<file path="config.mk">
export PLATFORM = sky130hd
export DESIGN_NAME = regfile_wb
export DESIGN_NICKNAME = d
export VERILOG_FILES = /design/src/rtl/regfile_wb.sv
export SDC_FILE = /design/constraint.sdc
export NUM_CORES = 2
export LEC_CHECK = 0
export CAP_MARGIN = 20
export CELL_PAD_IN_SITES_DETAIL_PLACEMENT = 0
export CELL_PAD_IN_SITES_GLOBAL_PLACEMENT = 1
export CORE_UTILIZATION = 30
export CTS_CLUSTER_DIAMETER = 150
export DETAILED_ROUTE_END_ITERATION = 8
export PLACE_DENSITY_LB_ADDON = 0.1
export SYNTH_ARGS = -nofsm -noshare
export SYNTH_HDL_FRONTEND = slang
export SYNTH_SLANG_ARGS = --single-unit
</file>
<file path="constraint.sdc">
create_clock -name clk -period 14.1 [get_ports clk]
set_input_delay 2.82 -clock clk [delete_from_list [all_inputs] [get_ports clk]]
set_output_delay 2.82 -clock clk [all_outputs]
set_load 0.05 [all_outputs]
</file>
<file path="src/rtl/regfile_wb.sv">
// regfile_wb: RV32I integer register file with write-first bypass and a
// pending-write scoreboard that drives the decode-stage stall.
//
// Ports:
//   clk, reset          - core clock; synchronous active-high reset
//   rd_en               - ID operand read request; captures rv1/rv2 when high
//   rs1_addr, rs2_addr  - source register indices
//   rv1, rv2            - registered operands to ID/EX (1-cycle read latency)
//   issue_en, issue_rd  - instruction with destination leaves ID; mark rd pending
//   wb_en, wb_addr,
//   wb_data             - writeback from the WB stage
//   stall               - combinational: a requested source is still pending
//   busy                - scoreboard vector, bit i set while x[i] awaits writeback
module regfile_wb #(
    parameter int unsigned XLEN  = 32,
    parameter int unsigned NREGS = 32,
    parameter int unsigned AW    = 5
) (
    input  logic             clk,
    input  logic             reset,
    input  logic             rd_en,
    input  logic [AW-1:0]    rs1_addr,
    input  logic [AW-1:0]    rs2_addr,
    output logic [XLEN-1:0]  rv1,
    output logic [XLEN-1:0]  rv2,
    input  logic             issue_en,
    input  logic [AW-1:0]    issue_rd,
    input  logic             wb_en,
    input  logic [AW-1:0]    wb_addr,
    input  logic [XLEN-1:0]  wb_data,
    output logic             stall,
    output logic [NREGS-1:0] busy
);

    // Architectural state; entry 0 is never written so it reads as zero.
    logic [XLEN-1:0]  regs_q [NREGS];
    logic [XLEN-1:0]  rv1_q, rv1_d;
    logic [XLEN-1:0]  rv2_q, rv2_d;
    logic [NREGS-1:0] busy_q, busy_d;

    // Qualified write / issue strobes (x0 is never a real destination).
    logic wb_valid;
    logic issue_valid;
    logic rs1_wb_hit;
    logic rs2_wb_hit;
    logic [XLEN-1:0] rd1_val;
    logic [XLEN-1:0] rd2_val;

    assign wb_valid    = wb_en && (wb_addr != '0);
    assign issue_valid = issue_en && (issue_rd != '0);
    assign rs1_wb_hit  = wb_valid && (wb_addr == rs1_addr);
    assign rs2_wb_hit  = wb_valid && (wb_addr == rs2_addr);

    // Operand read with write-first bypass; x0 forced to zero.
    always_comb begin
        rd1_val = '0;
        rd2_val = '0;
        if (rs1_addr != '0) begin
            rd1_val = rs1_wb_hit ? wb_data : regs_q[rs1_addr];
        end
        if (rs2_addr != '0) begin
            rd2_val = rs2_wb_hit ? wb_data : regs_q[rs2_addr];
        end
    end

    // Operand capture: hold unless a read is requested.
    always_comb begin
        rv1_d = rv1_q;
        rv2_d = rv2_q;
        if (rd_en) begin
            rv1_d = rd1_val;
            rv2_d = rd2_val;
        end
    end

    // Scoreboard: clear on writeback, then set on issue so a newer owner wins.
    always_comb begin
        busy_d = busy_q;
        if (wb_valid) begin
            busy_d[wb_addr] = 1'b0;
        end
        if (issue_valid) begin
            busy_d[issue_rd] = 1'b1;
        end
        busy_d[0] = 1'b0;
    end

    // Stall only on a pending source that is not being written this cycle;
    // a same-cycle writeback is covered by the bypass.
    always_comb begin
        stall = 1'b0;
        if (rd_en) begin
            if ((rs1_addr != '0) && busy_q[rs1_addr] && !rs1_wb_hit) begin
                stall = 1'b1;
            end
            if ((rs2_addr != '0) && busy_q[rs2_addr] && !rs2_wb_hit) begin
                stall = 1'b1;
            end
        end
    end

    // Register array; reset dominates any same-cycle writeback.
    always_ff @(posedge clk) begin
        if (reset) begin
            for (int i = 0; i < int'(NREGS); i++) begin
                regs_q[i] <= '0;
            end
        end else if (wb_valid) begin
            regs_q[wb_addr] <= wb_data;
        end
    end

    // Operand and scoreboard registers.
    always_ff @(posedge clk) begin
        if (reset) begin
            rv1_q  <= '0;
            rv2_q  <= '0;
            busy_q <= '0;
        end else begin
            rv1_q  <= rv1_d;
            rv2_q  <= rv2_d;
            busy_q <= busy_d;
        end
    end

    assign rv1  = rv1_q;
    assign rv2  = rv2_q;
    assign busy = busy_q;

endmodule

</file>
=== Word level (Yosys, flattened, before mapping) ===
Memories as Yosys holds them, arrays and structs flattened.
Cells that the tools add are included.

* $lt $le $gt $ge: 6
* Eq/ne operators: 2
* Muxes and demuxes: 25
* Bitwise gates (word level): 3
* Reductions and logical operators: 17

{| class="wikitable"
|+ Operators with widths
! kind !! number
|-
| two-way mux 32 bit || 7
|-
| AND 32 bit || 1
|-
| inverter 32 bit || 1
|-
| bitwise OR 32 bit || 1
|-
| OR reduction 32 bit || 1
|-
| < comparator 5 x 6 -> 1 bit, second input constant || 4
|-
| nonzero test 5 bit || 4
|-
| two-way mux 1 bit || 13
|-
| binary-select mux 1 bit (select 5 bit) || 2
|-
| demux 1 bit (select 5 bit) || 2
|-
| equality test 5 bit || 2
|-
| >= comparator 5 x 1 -> 1 bit, second input constant || 2
|-
| logical AND 1 bit || 10
|-
| two-way mux 5 bit || 1
|-
| zero test 1 bit || 2
|}

* Register bits: 96
* Memory bits (writable): 1024
* Output and inout bits: 97
* Word-level logic and storage cells: 58
* Memories kept: 1

{| class="wikitable"
|+ Memory list
! name !! depth !! bits a word !! read ports !! clocked after Yosys merged registers in !! wr ports !! line !! RTL
|-
| regs_q || 32 || 32 || 2 || 0 || 32 || 36 || <nowiki>logic [XLEN-1:0] regs_q [NREGS];</nowiki>
|}

=== Logic depth before layout (Yosys ltp) ===
* Word-level depth: 9
* Depth in mapped cells: 10
* Depth with buffers taken out: 5

=== Worst setup path after synthesis ===
Ideal clock, no wire load.

* Path type: input to output
* Start: in rs2_addr[0]
* End: out stall
* Arrival: 5399 ps
* Required time: 11280 ps
* Setup slack: 5881 ps
* Stages on the path: 10
* Cell sequence: buf_6 > buf_4 > buf_6 > buf_6 > buf_4 > nor2b_1 > a221oi_1 > o22ai_1 > nor3_1 > o32ai_1

* Longest elaborated chain between the ends: 6

{| class="wikitable"
|+ Ends and longest elaborated chain
! element !! line !! RTL
|-
| start: declaration || 23 || <nowiki>input logic [AW-1:0] rs2_addr,</nowiki>
|-
| binary-select mux 1 bit (select 5 bit) / equality test 5 bit (equally long branches) || 96, 52 ||
|-
| two-way mux 1 bit (not written as such) / logical AND 1 bit (equally long branches) || 96, 52 ||
|-
| logical AND 1 bit / zero test 1 bit (equally long branches) || 96 || <nowiki>if ((rs2_addr != '0) && busy_q[rs2_addr] && !rs2_wb_hit) begin</nowiki>
|-
| logical AND 1 bit * || 96 ||
|-
| two-way mux 1 bit * || 96 ||
|-
| two-way mux 1 bit * || 92 || <nowiki>if (rd_en) begin</nowiki>
|-
| end: declaration || 31 || <nowiki>output logic stall,</nowiki>
|}

Mark *: on every way between the ends. The rest lies on a longest branch, timed or not. The select of a mux whose other input is x is not followed.

=== Worst setup path in the final report ===
* Start: in wb_addr[3]
* End: out stall

* Longest elaborated chain between the ends: 8

{| class="wikitable"
|+ Ends and longest elaborated chain
! element !! line !! RTL
|-
| start: declaration || 29 || <nowiki>input logic [AW-1:0] wb_addr,</nowiki>
|-
| nonzero test 5 bit || 49 || <nowiki>assign wb_valid = wb_en && (wb_addr != '0);</nowiki>
|-
| logical AND 1 bit || 49 ||
|-
| logical AND 1 bit || 51 || <nowiki>assign rs1_wb_hit = wb_valid && (wb_addr == rs1_addr);</nowiki>
|-
| zero test 1 bit || 93 || <nowiki>if ((rs1_addr != '0) && busy_q[rs1_addr] && !rs1_wb_hit) begin</nowiki>
|-
| logical AND 1 bit || 93 ||
|-
| two-way mux 1 bit || 93 ||
|-
| two-way mux 1 bit * || 96 ||
|-
| two-way mux 1 bit * || 92 ||
|}

Mark *: on every way between the ends. The rest lies on a longest branch, timed or not.

==> flow_summary.yaml <==
die:
  die-area_sq_mm: 0.1973
  dieWidth_um: 444.2
  io_pins: 154
  rows: 161
  core_area_sq_mm: 0.1934
  dieHeight_um: 444.2
  start_util_pct: 30.34
global_route:
  grt_max_degree: 95
  grt_pass1_vias: 39420
  track_usage_pct: 29.74
  grt_pass1_wl_um: 388900
  antenna_found_initial: 54
  gr-total-overflow: 0
place:
  portBuffers: 152
  hpwlAfterDp_um: 176100
  gp_congestion: 0.8386
  placed_cells: 6495
  place_area_sq_mm: 0.06352
timing:
  setup_violations: 0
  hold_viol: 0
  rsz0062_at_grt: "no"
  fin_worst_skew_ns: 0.02155
  holdWs_ns: 0.4860
  clock.fmax_mhz: 103.1
  relSlewSlack_pct: 18.56
  period_needed_ns: 9.700
  tightest_slew_ns: 1.219
  final_max_slew_viol_count: 0
  setup_tns_ns: 0
  fin_crit_sh_pct: 68.79
hold_path:
  min_path_type: "reg -> reg"
setup_path:
  critPathLaunchType: "input pin"
  cp_slowest_cell: "clkdlybuf4s50_1"
  worstPathArrival_ns: 6.88
  cp_max_fo: 18
  cp.required_ns: 11.28
  worstPathCellList: "clkdlybuf4s50_1, buf_4, or3_1, o211ai_2, or2_2, nand2_1, o32ai_1, clkdlybuf4s50_1"
  critPathMaxStageDelay_ns: 0.94
  crit_type: "in -> out"
  critPathCaptureType: "output port"
  path_delay_family: "buffers and inverters"
  crit_top_cell: "clkdlybuf4s50_1"
  critPathBufInv: 3
synth:
  synth_common_cells: "edfxtp_1 (1024), and2_1 (1001), mux4_2 (515)"
  synth.area.top_cells: "edfxtp_1 (52%), mux4_2 (20%), and2_1 (11%)"
  synth_cells: 4033
  synthFlopType: "edfxtp_1"
  post-synth-top-count-cell: "edfxtp_1"
  ys_warn_count: 0
  synth.yosys.seq_area_share_pct: 55.65
  ys_types: 65
  synth_edf_count: 1024
  yosys_register_bits: 1119
  syn_area_per_cell_sq_um: 14.55
  async_flop_share_pct: 0
  yosys.area.top_type_share_pct: 52.41
  synth_area_leader_cell: "edfxtp_1"
  synth_area_sq_mm: 0.05867
finish:
  final_area_sq_mm: 0.06819
  finalNonFillerCells: 6788
  drive_gt1_share_pct: 24.27
  syn_to_final_growth_pct: 16.22
  nets: 4173
routing:
  drc_errors: 0
  drt-initial-drc-count: 5632
  via_per_inst: 5.970
  vias: 40520
  drtAntennaViolNets: 0
  drt_wl_total_um: 296800
  wire_per_inst_um: 43.72
  drt_pre_antenna_iters: 5
clock_network:
  postCtsSetupRepairBufs: 0
  clock_sinks: 1119
  clockBufferDepth: 3
  ctsResizeCount: 0
  cts_tree: "done"
  cts.clk_slew.worst_paths_ns: 0.06
  holdBufCountCts: 0
  cts_made_buffers: 138
  clk_latency_ns: 0.81
  root_buffer: "clkbuf_16"
  htree_levels: 4
outcome:
  outcome: "completed"
pwr:
  peakVddDrop_uv: 124.8
  p_leak_nw: 22.78
  powerDensity_mw_per_mm2: 127.1
run:
  maxCapViolations: 0
==> metal layers <==
layer / wire length, um / global-route usage (%)
met1: 123000 / 40.37
met2: 135100 / 45.99
met3: 27240 / 6.984
met4: 11440 / 11.38
met5: 77 / 0
==> power by group <==
group	total, mW	leakage [nW]	internal, mW	switching, mW
clock network	3.61	2.17	2.03	1.57
logic	1.12	10.1	0.403	0.719
registers	3.94	10.5	3.81	0.124
==> flip-flops by register name (all words and copies together) (netlist names) <==
name and flops:
regs_q 1024, rv1 32, rv2 32, busy 31
==> cell type report <==
class / count / area [sq um]
clock buffers: 186 / 3795
well taps: 2526 / 3161
repair buffers: 326 / 3000
diodes: 31 / 77.57
flip-flops and latches: 1119 / 32650
clock inverters: 69 / 639.4
multi-input cells: 2503 / 24760
inverters: 28 / 106.4
fillers: 18410 / 125200
==> layout by cell type (no fill, tap or decap), types with 66 or more instances in the layout <==
cell type           n
mux4_2            515
o22ai_1            86
clkdlybuf4s50_1   141
dfxtp_1            95
buf_4             162
clkbuf_16         144
a22oi_1            66
nand2_1           127
and2_1           1001
edfxtp_1         1024
==> cells by family after synthesis <==
kind of cell,share of synthesized area (%)
and+or+nand+nor,14.49
DFF,55.65
muxes,21.02
buffers and inverters,3.357
AOI/OAI and AO/OA,5.319
xor gates and xnor gates,0.1493
other,0.006392
==> through the flow <==
step / utilization [%] / total power, mW / setup slack, ns
floorplan: - / 4.574 / 5.881
global placement: 32.81 / 5.113 / 4.516
detailed placement: 32.85 / 5.109 / 4.497
CTS: 35.14 / 8.682 / 4.493
global route: 35.22 / 8.857 / 4.418
finish: 35.26 / 8.666 / 4.400
==> worst reg2reg max path: cells and delay by family (launching register included) <==
family	cells	cell delay, ns
compound gates	4	1.27
flops	1	0.46
mux	1	0.55
==> final timing paths <==
check | start | end | slack, ns | depth (start not counted)
worst max-delay path | wb_addr[3] | stall | 4.40 | 8
worst min-delay path | rv1[14]$_SDFFE_PP0P_ | rv1[14]$_SDFFE_PP0P_ | 0.49 | 2
worst max register to register | regs_q[23][12]$_SDFFCE_PN0P_ | rv1[12]$_SDFFE_PP0P_ | 11.67 | 5
worst min register to register | rv1[14]$_SDFFE_PP0P_ | rv1[14]$_SDFFE_PP0P_ | 0.49 | 2
No activity file was read; power rests on OpenSTA's default activity.
